**src/rtl/mem_access_unit_pkg.sv**
```systemverilog
// Shared definitions for the memory access unit: funct3 size codes, size
// encodings, FSM states and small alignment helpers.
package mem_access_unit_pkg;

  localparam int MAU_XLEN = 32;
  localparam int STRB_W   = MAU_XLEN / 8;

  // funct3 access codes as they appear in IR[14:12]
  localparam logic [2:0] F3_LB  = 3'b000;
  localparam logic [2:0] F3_LH  = 3'b001;
  localparam logic [2:0] F3_LW  = 3'b010;
  localparam logic [2:0] F3_LBU = 3'b100;
  localparam logic [2:0] F3_LHU = 3'b101;
  localparam logic [2:0] F3_SB  = 3'b000;
  localparam logic [2:0] F3_SH  = 3'b001;
  localparam logic [2:0] F3_SW  = 3'b010;

  // Access size as carried in funct3[1:0]
  localparam logic [1:0] SZ_BYTE = 2'b00;
  localparam logic [1:0] SZ_HALF = 2'b01;
  localparam logic [1:0] SZ_WORD = 2'b10;

  typedef enum logic {
    ST_IDLE = 1'b0,
    ST_WAIT = 1'b1
  } mau_state_t;

  // Fetches are always words; funct3[1:0]=11 is treated as a word.
  function automatic logic [1:0] eff_size(input logic iord, input logic [2:0] f3);
    if (!iord || f3[1]) return SZ_WORD;
    else                return f3[1:0];
  endfunction

  function automatic logic is_misaligned(input logic [1:0] size, input logic [1:0] a);
    case (size)
      SZ_BYTE: return 1'b0;
      SZ_HALF: return a[0];
      default: return a != 2'b00;
    endcase
  endfunction

endpackage

```
**src/rtl/mem_access_unit_if.sv**
```systemverilog
// Unified-memory bus between the memory access unit and the memory.
// Handshake: the master raises m_req with m_we/m_addr/m_wdata/m_wstrb stable
// and holds them until the slave returns a single-cycle m_ack; m_rdata is
// valid only in the m_ack cycle. m_ack outside an outstanding request is
// ignored by the master.
interface mem_access_unit_if #(parameter int XLEN = 32);
  logic              m_req;
  logic              m_we;
  logic [XLEN-1:0]   m_addr;
  logic [XLEN-1:0]   m_wdata;
  logic [XLEN/8-1:0] m_wstrb;
  logic              m_ack;
  logic [XLEN-1:0]   m_rdata;

  modport master (
    output m_req, m_we, m_addr, m_wdata, m_wstrb,
    input  m_ack, m_rdata
  );

  modport slave (
    input  m_req, m_we, m_addr, m_wdata, m_wstrb,
    output m_ack, m_rdata
  );
endinterface

```
**src/rtl/mem_access_unit_lsu_align.sv**
```systemverilog
// Combinational lane logic: store strobe generation and data replication,
// alignment check, and load lane extraction with sign/zero extension.
module lsu_align
  import mem_access_unit_pkg::*;
#(
  parameter int XLEN = MAU_XLEN
) (
  input  logic [1:0]        st_size_i,
  input  logic [1:0]        st_addr_lo_i,
  input  logic [XLEN-1:0]   st_data_i,
  output logic [XLEN/8-1:0] st_wstrb_o,
  output logic [XLEN-1:0]   st_wdata_o,
  output logic              st_misaligned_o,
  input  logic [2:0]        ld_funct3_i,
  input  logic [1:0]        ld_addr_lo_i,
  input  logic [XLEN-1:0]   ld_rdata_i,
  output logic [XLEN-1:0]   ld_data_o
);
  localparam int SW = XLEN / 8;

  logic [7:0]  ld_byte;
  logic [15:0] ld_half;

  // Store side: strobes shifted into the addressed lane, data replicated across lanes
  always_comb begin
    st_misaligned_o = is_misaligned(st_size_i, st_addr_lo_i);
    case (st_size_i)
      SZ_BYTE: begin
        st_wstrb_o = SW'(1) << st_addr_lo_i;
        st_wdata_o = {(XLEN/8){st_data_i[7:0]}};
      end
      SZ_HALF: begin
        st_wstrb_o = SW'(3) << st_addr_lo_i;
        st_wdata_o = {(XLEN/16){st_data_i[15:0]}};
      end
      default: begin
        st_wstrb_o = '1;
        st_wdata_o = st_data_i;
      end
    endcase
  end

  // Load side: pick the addressed lane; funct3[2] selects zero-extension
  always_comb begin
    ld_byte = ld_rdata_i[{ld_addr_lo_i, 3'b000} +: 8];
    ld_half = ld_rdata_i[{ld_addr_lo_i[1], 4'b0000} +: 16];
    case (ld_funct3_i[1:0])
      SZ_BYTE: ld_data_o = ld_funct3_i[2] ? {{(XLEN-8){1'b0}}, ld_byte}
                                          : {{(XLEN-8){ld_byte[7]}}, ld_byte};
      SZ_HALF: ld_data_o = ld_funct3_i[2] ? {{(XLEN-16){1'b0}}, ld_half}
                                          : {{(XLEN-16){ld_half[15]}}, ld_half};
      default: ld_data_o = ld_rdata_i;
    endcase
  end

endmodule

```
**src/rtl/mem_access_unit.sv**
```systemverilog
// Memory-side stage: converts control-unit strobes into a req/ack bus access,
// owns IR and MDR, stalls the control unit while an access is outstanding.
module mem_access_unit
  import mem_access_unit_pkg::*;
#(
  parameter int XLEN           = MAU_XLEN,
  parameter int TIMEOUT_CYCLES = 64
) (
  input  logic              clk,
  input  logic              reset,
  input  logic              mem_read,
  input  logic              mem_write,
  input  logic              IorD,
  input  logic              IRWrite,
  input  logic [XLEN-1:0]   pc,
  input  logic [XLEN-1:0]   alu_out,
  input  logic [XLEN-1:0]   store_data,
  input  logic [2:0]        funct3,
  output logic [XLEN-1:0]   inst_out,
  output logic [XLEN-1:0]   mdr_out,
  output logic              stall,
  output logic              misaligned,
  output logic              bus_err,
  output mau_state_t        state_o,
  mem_access_unit_if.master mem
);
  localparam int SW = XLEN / 8;

  mau_state_t state_q, state_d;
  logic [7:0] cnt_q, cnt_d;
  logic       access, accept, reject, done, timeout;

  logic [XLEN-1:0] req_addr;
  logic [1:0]      st_size;
  logic [SW-1:0]   al_wstrb;
  logic [XLEN-1:0] al_wdata, al_ld_data;
  logic            al_mis;

  // Attributes of the outstanding access, captured in the accept cycle
  logic [1:0]      addr_lo_q;
  logic [2:0]      ld_f3_q;
  logic            irwrite_q, iord_q;

  logic            m_req_q, m_we_q;
  logic [XLEN-1:0] m_addr_q, m_wdata_q;
  logic [SW-1:0]   m_wstrb_q;
  logic            misaligned_q, bus_err_q;
  logic [XLEN-1:0] inst_q, mdr_q;

  assign access   = mem_read | mem_write;
  assign req_addr = IorD ? alu_out : pc;
  assign st_size  = eff_size(IorD, funct3);

  lsu_align #(.XLEN(XLEN)) u_align (
    .st_size_i       (st_size),
    .st_addr_lo_i    (req_addr[1:0]),
    .st_data_i       (store_data),
    .st_wstrb_o      (al_wstrb),
    .st_wdata_o      (al_wdata),
    .st_misaligned_o (al_mis),
    .ld_funct3_i     (ld_f3_q),
    .ld_addr_lo_i    (addr_lo_q),
    .ld_rdata_i      (mem.m_rdata),
    .ld_data_o       (al_ld_data)
  );

  // Next state, timeout counter and stall; stall drops in the ack/timeout cycle
  always_comb begin
    state_d = state_q;
    cnt_d   = cnt_q;
    stall   = 1'b0;
    accept  = 1'b0;
    reject  = 1'b0;
    done    = 1'b0;
    timeout = 1'b0;
    case (state_q)
      ST_IDLE: begin
        cnt_d = '0;
        if (access) begin
          if (al_mis) begin
            reject = 1'b1;
          end else begin
            accept  = 1'b1;
            stall   = 1'b1;
            state_d = ST_WAIT;
          end
        end
      end
      ST_WAIT: begin
        if (mem.m_ack) begin
          done    = 1'b1;
          state_d = ST_IDLE;
          cnt_d   = '0;
        end else if (cnt_q == 8'(TIMEOUT_CYCLES - 1)) begin
          timeout = 1'b1;
          state_d = ST_IDLE;
          cnt_d   = '0;
        end else begin
          stall = 1'b1;
          cnt_d = cnt_q + 8'd1;
        end
      end
      default: state_d = ST_IDLE;
    endcase
  end

  // State, bus output registers, error pulses and IR/MDR capture
  always_ff @(posedge clk) begin
    if (reset) begin
      state_q      <= ST_IDLE;
      cnt_q        <= '0;
      addr_lo_q    <= '0;
      ld_f3_q      <= '0;
      irwrite_q    <= 1'b0;
      iord_q       <= 1'b0;
      m_req_q      <= 1'b0;
      m_we_q       <= 1'b0;
      m_addr_q     <= '0;
      m_wdata_q    <= '0;
      m_wstrb_q    <= '0;
      misaligned_q <= 1'b0;
      bus_err_q    <= 1'b0;
      inst_q       <= '0;
      mdr_q        <= '0;
    end else begin
      state_q      <= state_d;
      cnt_q        <= cnt_d;
      misaligned_q <= reject;
      bus_err_q    <= timeout;
      if (accept) begin
        m_req_q   <= 1'b1;
        m_we_q    <= mem_write;
        m_addr_q  <= {req_addr[XLEN-1:2], 2'b00};
        m_wdata_q <= al_wdata;
        m_wstrb_q <= mem_write ? al_wstrb : '0;
        addr_lo_q <= req_addr[1:0];
        ld_f3_q   <= IorD ? funct3 : F3_LW;
        irwrite_q <= IRWrite;
        iord_q    <= IorD;
      end else if (done || timeout) begin
        m_req_q   <= 1'b0;
        m_we_q    <= 1'b0;
        m_wstrb_q <= '0;
      end
      if (done && !m_we_q) begin
        if (irwrite_q) inst_q <= mem.m_rdata;
        if (iord_q)    mdr_q  <= al_ld_data;
      end
    end
  end

  assign mem.m_req   = m_req_q;
  assign mem.m_we    = m_we_q;
  assign mem.m_addr  = m_addr_q;
  assign mem.m_wdata = m_wdata_q;
  assign mem.m_wstrb = m_wstrb_q;
  assign inst_out    = inst_q;
  assign mdr_out     = mdr_q;
  assign misaligned  = misaligned_q;
  assign bus_err     = bus_err_q;
  assign state_o     = state_q;

endmodule

```
**src/flat_wrapper.sv**
```systemverilog
// flat-port wrapper written by rule: the top's interface ports become plain ports
module mem_access_unit_flat import mem_access_unit_pkg::*;
#(
  parameter int XLEN           = MAU_XLEN,
  parameter int TIMEOUT_CYCLES = 64
)
  (clk, reset, mem_read, mem_write, IorD, IRWrite, pc, alu_out, store_data, funct3, inst_out, mdr_out, stall, misaligned, bus_err, state_o, mem_m_req, mem_m_we, mem_m_addr, mem_m_wdata, mem_m_wstrb, mem_m_ack, mem_m_rdata);
  mem_access_unit_if #(.XLEN(XLEN)) mem_i ();
  input  logic clk;
  input  logic reset;
  input  logic mem_read;
  input  logic mem_write;
  input  logic IorD;
  input  logic IRWrite;
  input  logic [XLEN-1:0] pc;
  input  logic [XLEN-1:0] alu_out;
  input  logic [XLEN-1:0] store_data;
  input  logic [2:0] funct3;
  output logic [XLEN-1:0] inst_out;
  output logic [XLEN-1:0] mdr_out;
  output logic stall;
  output logic misaligned;
  output logic bus_err;
  output mau_state_t state_o;
  output wire logic [$bits(mem_i.m_req)-1:0] mem_m_req;
  output wire logic [$bits(mem_i.m_we)-1:0] mem_m_we;
  output wire logic [$bits(mem_i.m_addr)-1:0] mem_m_addr;
  output wire logic [$bits(mem_i.m_wdata)-1:0] mem_m_wdata;
  output wire logic [$bits(mem_i.m_wstrb)-1:0] mem_m_wstrb;
  input wire logic [$bits(mem_i.m_ack)-1:0] mem_m_ack;
  input wire logic [$bits(mem_i.m_rdata)-1:0] mem_m_rdata;
  assign mem_m_req = mem_i.m_req;
  assign mem_m_we = mem_i.m_we;
  assign mem_m_addr = mem_i.m_addr;
  assign mem_m_wdata = mem_i.m_wdata;
  assign mem_m_wstrb = mem_i.m_wstrb;
  assign mem_i.m_ack = mem_m_ack;
  assign mem_i.m_rdata = mem_m_rdata;
  mem_access_unit #(.XLEN(XLEN), .TIMEOUT_CYCLES(TIMEOUT_CYCLES)) u_core (.clk(clk), .reset(reset), .mem_read(mem_read), .mem_write(mem_write), .IorD(IorD), .IRWrite(IRWrite), .pc(pc), .alu_out(alu_out), .store_data(store_data), .funct3(funct3), .inst_out(inst_out), .mdr_out(mdr_out), .stall(stall), .misaligned(misaligned), .bus_err(bus_err), .state_o(state_o), .mem(mem_i));
endmodule
```
**config.mk**
```make
export PLATFORM = sky130hd
export DESIGN_NAME = mem_access_unit_flat
export DESIGN_NICKNAME = d
export VERILOG_FILES = /design/src/rtl/mem_access_unit_pkg.sv /design/src/rtl/mem_access_unit_if.sv /design/src/rtl/mem_access_unit_lsu_align.sv /design/src/rtl/mem_access_unit.sv /design/src/flat_wrapper.sv
export SDC_FILE = /design/constraint.sdc
export NUM_CORES = 1
export LEC_CHECK = 0
export CELL_PAD_IN_SITES_DETAIL_PLACEMENT = 0
export CELL_PAD_IN_SITES_GLOBAL_PLACEMENT = 1
export CORE_MARGIN = 8
export CORE_UTILIZATION = 33
export CTS_CLUSTER_SIZE = 30
export DETAILED_ROUTE_END_ITERATION = 7
export HOLD_SLACK_MARGIN = 0.15
export MAX_ROUTING_LAYER = met4
export PLACE_DENSITY_LB_ADDON = 0.25
export SETUP_SLACK_MARGIN = 0.2
export SLEW_MARGIN = 20
export SYNTH_ARGS = -nofsm -noshare
export SYNTH_HDL_FRONTEND = slang
export SYNTH_SLANG_ARGS = --single-unit
```
**constraint.sdc**
```tcl
create_clock -name clk -period 4.6 [get_ports clk]
set_input_delay 0.69 -clock clk [delete_from_list [all_inputs] [get_ports clk]]
set_output_delay 0.69 -clock clk [all_outputs]
set_load 0.01 [all_outputs]
```
# Yosys cells after proc, flatten, opt, wreduce, memory -nomap -nowiden
# Index checks and enable logic that the tools add are counted.
[classes]
addsub = 1
multipliers = 0
div_mod_pow = 0
magnitude_cmp = 0
n_eq_ne = 3
shift = 4
n_mux = 30
bitwise_logic = 3
reduce_logical = 12
[ops]
columns = ["cell", "n"]
rows = [
  ["32-bit case mux with 2 select lines", 2],
  ["32-bit two-way mux", 3],
  ["32-bit by 6-bit indexed part select with 16-bit output", 1],
  ["32-bit by 6-bit indexed part select with 8-bit output", 1],
  ["8-bit two-way mux", 2],
  ["8-bit case mux with 2 select lines", 1],
  ["1-bit two-way mux", 14],
  ["4-bit two-way mux", 3],
  ["8-bit by 1-bit adder with 8-bit output (second input constant)", 1],
  ["8-bit by 6-bit equality test with 1-bit output (second input constant)", 1],
  ["4-bit case mux with 2 select lines", 1],
  ["2-bit by 1-bit equality test with 1-bit output (second input constant)", 2],
  ["2-bit logical NOT", 2],
  ["1-bit case mux with 2 select lines", 2],
  ["2-bit AND reduction", 2],
  ["2-bit nonzero test", 2],
  ["1-bit by 2-bit left shift with 4-bit output (first input constant)", 1],
  ["2-bit by 2-bit left shift with 4-bit output (first input constant)", 1],
  ["3-bit two-way mux", 1],
  ["3-bit OR reduction", 1],
  ["1-bit logical NOT", 2],
  ["1-bit logical OR", 2],
  ["2-bit two-way mux", 1],
  ["1-bit NOT", 2],
  ["2 further kinds", 2],
]
[word_totals]
regBits = 150
latchBits = 0
ramBits = 0
romBits = 0
input_bits = 138
output_inout_bits = 138
wordCells = 68
mem_count = 0

# Longest topological paths before layout
# Gate-level depths: netlist of run 1.
[logic_depth]
word_depth = 9
mapped_depth = 6
mapped_depth_nobuf = 5

# Modules after synthesis
# Synthesis of run 1 repeated with hierarchy kept, for this count alone.
[unflattened]
cells_unflattened = 868
area_unflattened_um2 = 7036.7
[by_module_without_submodules]
columns = ["mod", "instances", "cells_each", "area_per_inst_um2", "seq_area_each_um2"]
rows = [
  ["mem_access_unit", 1, 683, 5853.1, 3002.9],
  ["lsu_align", 1, 185, 1183.6, 0.0],
]

# Least setup slack after synthesis of run 1
# No wires, ideal clock.
[synth_timing]
kind = "input to output"
startpoint = "input funct3[1]"
endpoint = "output stall"
t_arrival_ns = 1.533
t_required_ns = 3.910
slack_ns = 2.377
path_stages = 5
cell_sequence = "and2b_1 -> a221o_1 -> buf_2 -> nand2_1 -> nand2_1"
[synth_between]
elab_chain_len = 7
elab_cells_between_ends = 8
[synth_lines]
columns = ["item", "line", "source"]
rows = [
  ["from (decl)", "flat_wrapper.sv:18", "input logic [2:0] funct3;"],
  ["1-bit logical OR", "mem_access_unit_pkg.sv:30", "if (!iord || f3[1]) return SZ_WORD;"],
  ["2-bit two-way mux (*)", "mem_access_unit_pkg.sv:30", ""],
  ["2-bit by 1-bit equality test with 1-bit output / 2-bit logical NOT (equally long branches)", "mem_access_unit_pkg.sv:35", "case (size)"],
  ["1-bit case mux with 2 select lines (*)", "mem_access_unit_pkg.sv:35", ""],
  ["1-bit two-way mux (*)", "mem_access_unit.sv:80", "if (al_mis) begin"],
  ["1-bit two-way mux (*)", "mem_access_unit.sv:79", "if (access) begin"],
  ["1-bit case mux with 2 select lines (*)", "mem_access_unit.sv:76", "case (state_q)"],
  ["to (decl)", "flat_wrapper.sv:21", "output logic stall;"],
]
# Mark *: on every way between the ends. The rest lies on a longest branch, timed or not.

# Worst setup path in the final report of run 1
[layout_timing]
startpoint = "input funct3[0]"
endpoint = "output stall"
[layout_between]
elab_chain_len = 6
elab_cells_between_ends = 7
[layout_lines]
columns = ["item", "line"]
rows = [
  ["2-bit two-way mux (*)", "mem_access_unit_pkg.sv:30"],
  ["2-bit by 1-bit equality test with 1-bit output / 2-bit logical NOT (equally long branches)", "mem_access_unit_pkg.sv:35"],
  ["1-bit case mux with 2 select lines (*)", "mem_access_unit_pkg.sv:35"],
  ["1-bit two-way mux (*)", "mem_access_unit.sv:80"],
  ["1-bit two-way mux (*)", "mem_access_unit.sv:79"],
  ["1-bit case mux with 2 select lines (*)", "mem_access_unit.sv:76"],
]
# Marked as above.

==> results of run 1 <==
==> critical path, cell delays in order <==
cell	delay (ps)
clkdlybuf4s50_1	450
buf_4	240
nand2_1	160
a221o_2	460
nand2_1	140
nand2_1	100
clkdlybuf4s50_1	490
==> power by group through the flow <==
stage | clock network (uW) | registers [uW] | logic, uW
after global routing | 1490 | 1420 | 676
after global placement | 0 | 1440 | 631
after detailed placement | 0 | 1440 | 628
after CTS | 1440 | 1410 | 632
after floorplan | 0 | 1450 | 276
final | 1410 | 1410 | 627
==> cell usage after synthesis, types with 11 or more instances <==
library cell  number  area, um2
a211oi_1          19        143
a211oi_2          22        275
a21oi_1          124        621
a311oi_1          16        140
buf_2             19       95.1
clkbuf_1          38        143
dfxtp_1          150       3000
mux2_2            15        169
mux2i_1           34        340
nand2_1          123        462
nand3_1           13       65.1
nand3b_1          11       82.6
nor2_1            17       63.8
o21ai_0           42        210
o21ai_1           12       60.1
==> worst min path at each step <==
stage | startpoint | end | slack, ps
finish | u_core.cnt_q[0]$_SDFF_PP0_ | u_core.cnt_q[0]$_SDFF_PP0_ | 450
floorplan | u_core.cnt_q[0]$_SDFF_PP0_ | u_core.cnt_q[0]$_SDFF_PP0_ | 420
CTS | u_core.cnt_q[0]$_SDFF_PP0_ | u_core.cnt_q[0]$_SDFF_PP0_ | 450
global placement | u_core.cnt_q[0]$_SDFF_PP0_ | u_core.cnt_q[0]$_SDFF_PP0_ | 430
detailed placement | u_core.cnt_q[0]$_SDFF_PP0_ | u_core.cnt_q[0]$_SDFF_PP0_ | 440
global route | u_core.inst_out[25]$_SDFFE_PP0P_ | u_core.inst_out[25]$_SDFFE_PP0P_ | 470
==> routing by layer <==
layer	vias to the layer above	track usage (%)
met5	-	-
met4	0	6.89
met3	43	6.58
met2	268	30.6
met1	3027	25.8
li1	3185	-
==> placed cells by master (no fill, tap or decap), types with 4 or more instances in the layout <==
cell type / n
clkbuf_16: 17
a222oi_1: 7
o211a_1: 8
o21ai_1: 12
mux2i_1: 34
a21oi_1: 124
nand3b_1: 11
mux2_2: 15
a211oi_1: 19
nand2_1: 123
a311oi_1: 16
clkinv_2: 5
nand3_1: 13
dfxtp_1: 150
o21ai_0: 42
a211oi_2: 22
buf_4: 17
clkdlybuf4s50_1: 271
a221o_1: 8
nor3b_1: 4
nor2_1: 16
==> cells by family after synthesis <==
group                      count (synthesis)  synth area share, %
buffers and inverters                     71                 4.81
other                                      1               0.0570
xor gates and xnor gates                   6                0.799
AOI/OAI and AO/OA                        275                 27.8
muxes                                     49                 7.74
and+or+nand+nor                          188                 12.9
DFF                                      150                 45.7
adders and majority gates                  1                0.190
==> through the flow <==
stage               hold WS [ps]  cells  utilization (%)  setup WS [ps]
CTS                          452   1259             51.5           1180
global placement             432   1228             48.5           1220
finish                       451   1259             51.5           1180
global route                 471   1259             51.5           1090
detailed placement           439   1228             48.5           1190
floorplan                    418    742                -           2380
==> area by class of cell <==
class	count	area share, %
flip-flops and latches	150	29.9
well taps	265	3.30
clock inverters	13	1.56
inverters	3	0.112
multi-input cells	521	32.6
clock buffers	18	4.27
repair buffers	289	28.3
==> registers in the layout, summed over array words and instances, names as in the netlist <==
name / flops
u_core.inst_out: 32
u_core.mem.m_req: 1
u_core.mem.m_wdata: 32
u_core.cnt_q: 8
u_core.iord_q: 1
u_core.mdr_out: 32
u_core.misaligned: 1
u_core.bus_err: 1
u_core.state_o: 1
u_core.mem.m_we: 1
u_core.irwrite_q: 1
u_core.mem.m_addr: 30
u_core.mem.m_wstrb: 4
u_core.addr_lo_q: 2
u_core.ld_f3_q: 3
==> out/summary.txt, run 1 <==
ys flop type: dfxtp_1
Internal Dissipation: 2530 uW
length in cells of the worst reg-to-reg path: 5
grt total ovfl: 0
run status: finished, final reports clean
met3 WL post-DR: 2060 um
fraction of power spent switching nets: 26.6%
number of global-route vias before repair: 6604
Port Buf Inserts: 273
asr flop ratio synth: 0%
type of origin of the critical path: primary input
full die area: 24700 um2
DR top layer: met4
transition time of the tightest slew-check pin: 972 ps
sum of net half-perimeters after detailed placement: 18300 um
number of enable flip-flop cells after synthesis: 0
Switching Power: 920 uW
clock slew seen by the registers of the worst setup and hold paths: 60 ps
Die Ht: 157 um
Critical Setup Path Class: primary input to output pin
length of routed met2 wiring: 11300 um
warning count from the yosys run: 0
total area of multi-input combinational cells: 3280 um2
Area growth syn-to-layout: 52.9%
antenna violations before repair: 0
worst r2r dst: u_core.mem.m_wdata[30]$_SDFFE_PP0P_
Max Clk Rate: 293 MHz
register bit count reported by yosys: 150
peak ir drop on the vdd network: 221 uV
total of fill cells in the finished design: 1889
endpoint of the worst setup timing path: stall
number of gates given a new drive strength after cts: 0
data required time of the worst path: 3910 ps
Clock Root Buffer: clkbuf_16
number of top-level pins: 276
length of routed wiring on met1: 11200 um
hold crit path type: register to register
Synth cell types: 51
crit path DAT: 2730 ps
ANT nets after route: 0
mean cell area of the mapped netlist: 8.87 um2
Total Negative Setup Slacks: 0 ps
Reg power frac: 40.8%
setup slack, reg-to-reg: 2200 ps
max-cap viol count: 0
H-tree lvl count: 4
Skew-Pair Late Insertion Delay: 420 ps
area occupied by registers: 3000 um2
worst clock skew on the final layout: 9.19 ps
Final Net Count: 1121
placed standard-cell area: 9470 um2
number of setup violations in the final report: 0
power density over cell area: 343 nW/um2
worst hold path depth: 1
core region area: 19500 um2
Clock Tree Buf Depth: 2
Pwr Total: 3450 uW
Rel. slew slack: 35.0%
number of max-slew violations in the final report: 0
detailed-router iteration count before antenna repair: 5
cts hold-fix bufs: 0
finished layout cell area: 10100 um2
cell leakage power: 0.00355 uW
final weighted congestion in routability-driven placement: 0.837
Routed WL per cell: 19.9 um
wire length of the first global-routing pass: 38300 um
1st-iter DRT viols: 486
sinks on the clock net: 150
routed via count: 6523
ratio of cells with drive above 1 in the final layout: 9.46%
clock tree from TritonCTS: yes
Final Cycle Share: 74.3%
antenna diode instance count: 0
number of cell rows: 51
Clk pwr share: 41.0%
setup fix buffers added after clock tree synthesis: 0
via density per instance: 5.18
RSZ-0062 raised after global routing: false
initial core utilization: 33.7%
maximum number of pins on one net before global-route repair: 64
post-layout min period: 3420 ps
Hold Vio Cnt, Final: 0
part of the Yosys area used for sequential elements: 45.7%
Die X: 157 um
number of cells produced by synthesis: 741
combinational group share of total power: 18.2%
combined area of all synthesized cells: 6580 um2
Reg2Reg Launch Point: u_core.state_o$_SDFF_PP0_
Post-route DRC: 0
Critical Path Fanout Max: 20
CTS Buf Count: 17
detailed-route wire length: 25100 um
origin of the worst setup path: funct3[0]
combined global-route utilization of all metal layers: 20.5%
Worst setup EP type: output pin
Note: power is estimated with default switching activity, not from simulation.
==> inputs of run 2 (changes only) <==
--- a/config.mk
+++ b/config.mk
@@ -8,7 +8,7 @@
 export CELL_PAD_IN_SITES_DETAIL_PLACEMENT = 0
 export CELL_PAD_IN_SITES_GLOBAL_PLACEMENT = 1
 export CORE_MARGIN = 8
-export CORE_UTILIZATION = 33
+export CORE_UTILIZATION = 28
 export CTS_CLUSTER_SIZE = 30
 export DETAILED_ROUTE_END_ITERATION = 7
 export HOLD_SLACK_MARGIN = 0.15
==> constraint.sdc (replaced) <==
create_clock -name clk -period 2.7 [get_ports clk]
set_input_delay 0.405 -clock clk [delete_from_list [all_inputs] [get_ports clk]]
set_output_delay 0.405 -clock clk [all_outputs]
set_load 0.01 [all_outputs]
==> out/summary.txt, run 2 (same netlist as run 1, synthesis figures left out) <==
cts hold-fix bufs: 0 (unchanged)
origin of the worst setup path: funct3[1]
H-tree lvl count: 4 (unchanged)
type of origin of the critical path: primary input
PnR worst setup slack: 334 ps (-847 ps)
clock slew seen by the registers of the worst setup and hold paths: 70 ps (about the same)
grt total ovfl: 0 (unchanged)
worst clock skew on the final layout: 14.4 ps (+5.19 ps)
Worst setup EP type: output pin
RSZ-0062 raised after global routing: false
Reg power frac: 40.1% (-0.7 points)
ANT nets after route: 0 (unchanged)
Rel. slew slack: 57.7% (+23 points)
Max Clk Rate: 423 MHz
data required time of the worst path: 2300 ps (-1610 ps)
Die X: 169 um (+7.7%)
Critical Path Fanout Max: 3 (-85%)
final hold slack: 386 ps (-64.7 ps)
Total Negative Setup Slacks: 0 ps (unchanged)
CTS Buf Count: 17 (unchanged)
combinational group share of total power: 18.7% (+0.5 points)
fraction of power spent switching nets: 29.2% (+2.6 points)
Reg2Reg Launch Point: u_core.state_o$_SDFF_PP0_
routed via count: 6525 (+0.031%)
Die Ht: 169 um (+7.7%)
detailed-router iteration count before antenna repair: 8 (+3)
core region area: 23300 um2 (+19%)
Post-route DRC: 0 (unchanged)
Clk pwr share: 41.2% (+0.2 points)
Finished Core Util: 44.2% (-7.3 points)
endpoint of the worst setup timing path: stall
Clock Root Buffer: clkbuf_16
detailed-route wire length: 26200 um (+4.3%)
Clock Tree Buf Depth: 2 (unchanged)
wire length of the first global-routing pass: 39900 um (+4.3%)
1st-iter DRT viols: 514 (+5.8%)
peak ir drop on the vdd network: 297 uV (+35%)
full die area: 28600 um2 (+16%)
transition time of the tightest slew-check pin: 633 ps (-339 ps)
Final Net Count: 1131 (+0.89%)
via density per instance: 4.92 (-5.0%)
number of cell rows: 56 (+9.8%)
number of max-slew violations in the final report: 0 (unchanged)
highest-count cells in the layout ignoring fill and taps: clkdlybuf4s50_1, dfxtp_1, a21oi_1
Hold Vio Cnt, Final: 0 (unchanged)
sum of net half-perimeters after detailed placement: 18800 um (+2.9%)
worst r2r dst: u_core.mem.m_wdata[27]$_SDFFE_PP0P_
clock tree from TritonCTS: yes
maximum number of pins on one net before global-route repair: 105 (+64%)
Port Buf Inserts: 273 (unchanged)
max-cap viol count: 0 (unchanged)
crit path DAT: 1960 ps (-770 ps)
combined global-route utilization of all metal layers: 18.4% (-2.1 points)
run status: finished, final reports clean
antenna violations before repair: 1 (+1)
length in cells of the worst reg-to-reg path: 5 (unchanged)
final weighted congestion in routability-driven placement: 0.818 (-2.2%)
number of top-level pins: 276 (unchanged)
cell leakage power: 0.00362 uW (+2.0%)
Internal Dissipation: 4220 uW (+67%)
setup slack, reg-to-reg: 820 ps (-1380 ps)
initial core utilization: 28.3% (-5.4 points)
post-layout min period: 2370 ps
Switching Power: 1740 uW (+89%)
Area growth syn-to-layout: 56.3%
Final Cycle Share: 87.6%
Critical Setup Path Class: primary input to output pin
number of global-route vias before repair: 6688 (+1.3%)
most common cell after layout, fill and taps aside: clkdlybuf4s50_1
sinks on the clock net: 150 (unchanged)
number of setup violations in the final report: 0 (unchanged)
Routed WL per cell: 19.8 um (-0.94%)
hold crit path type: primary input to register
ratio of cells with drive above 1 in the final layout: 10.6% (+1.2 points)
Skew-Pair Late Insertion Delay: 430 ps (about the same)
Worst Setup Slack post-DPL: 124 ps (-1060 ps)
power density over cell area: 580 nW/um2 (+69%)
total of fill cells in the finished design: 2379 (+26%)
==> run 2: cell count changes in the layout (fill, tap and decap cells not counted), sizes merged <==
cell | before | now
clkbuf | 18 | 17
diode | 0 | 1
bufinv | 3 | 1
dlygate4sd2 | 0 | 1
inv | 4 | 9
clkinvlp | 2 | 3
clkinv | 7 | 5
buf | 18 | 28
clkdlybuf4s50 | 271 | 270
==> run 2: layout make-up <==
type | instances | area [um2] | area share (%)
well taps | 319 | 399 | 3.88
multi-input cells | 521 | 3280 | 31.9
inverters | 3 | 11.3 | 0.110
clock buffers | 17 | 425 | 4.14
flip-flops and latches | 150 | 3000 | 29.2
repair buffers | 299 | 2970 | 28.9
clock inverters | 15 | 186 | 1.81
diodes | 1 | 2.50 | 0.0243
==> run 2: worst min-delay path by stage <==
stage                                     from                              to  cells after the start
detailed placement  u_core.cnt_q[0]$_SDFF_PP0_      u_core.cnt_q[0]$_SDFF_PP0_                      1
global route                              IorD  u_core.ld_f3_q[2]$_SDFFE_PP0P_                      3
CTS                                       IorD      u_core.iord_q$_SDFFE_PP0P_                      3
finish                                    IorD      u_core.iord_q$_SDFFE_PP0P_                      3
floorplan           u_core.cnt_q[0]$_SDFF_PP0_      u_core.cnt_q[0]$_SDFF_PP0_                      1
global placement    u_core.cnt_q[0]$_SDFF_PP0_      u_core.cnt_q[0]$_SDFF_PP0_                      1
==> run 2: metal layers <==
layer  GRT usage, %  share of wire [%]  vias up
met3           5.77                8.1       27
met2           28.5                 46      251
met1           22.6                 44     3035
li1               -                  -     3212
met4           5.85                1.6        0
met5              -                  0        -
==> run 2: worst max-delay path: stages <==
cell,delay (ps)
clkdlybuf4s50_1,490
and2b_1,200
a221o_2,400
nand2_1,100
nand2_1,60
dlygate4sd2_1,300
==> run 2: timing repair <==
action	in CTS	in global routing
resized for setup	1	1
endpoints found under the setup margin	1	1
cloned	0	0
hold endpoints to repair	0	0
setup buffers	0	0
==> run 2: per-stage QoR <==
stage	total power, uW	instance area, um2	std cells
floorplan	2940	6580	742
global placement	3560	9660	1292
detailed placement	3560	9660	1292
CTS	6040	10300	1324
global route	6200	10300	1325
finish	5960	10300	1325
==> run 2: power by group through the flow <==
stage	Clock, uW	Combinational (uW)	Sequential (uW)
global route	2600	1200	2400
CTS	2530	1120	2390
floorplan	0	470	2470
detailed placement	0	1120	2440
finish	2450	1110	2390
global placement	0	1120	2440
==> inputs of run 3 (changes only) <==
--- a/config.mk
+++ b/config.mk
@@ -15,7 +15,7 @@
 export MAX_ROUTING_LAYER = met4
 export PLACE_DENSITY_LB_ADDON = 0.25
 export SETUP_SLACK_MARGIN = 0.2
-export SLEW_MARGIN = 20
+export SLEW_MARGIN = 30
 export SYNTH_ARGS = -nofsm -noshare
 export SYNTH_HDL_FRONTEND = slang
 export SYNTH_SLANG_ARGS = --single-unit
==> results of run 3 <==
No change in the layout: final DEF, timing and power equal those of run 2.
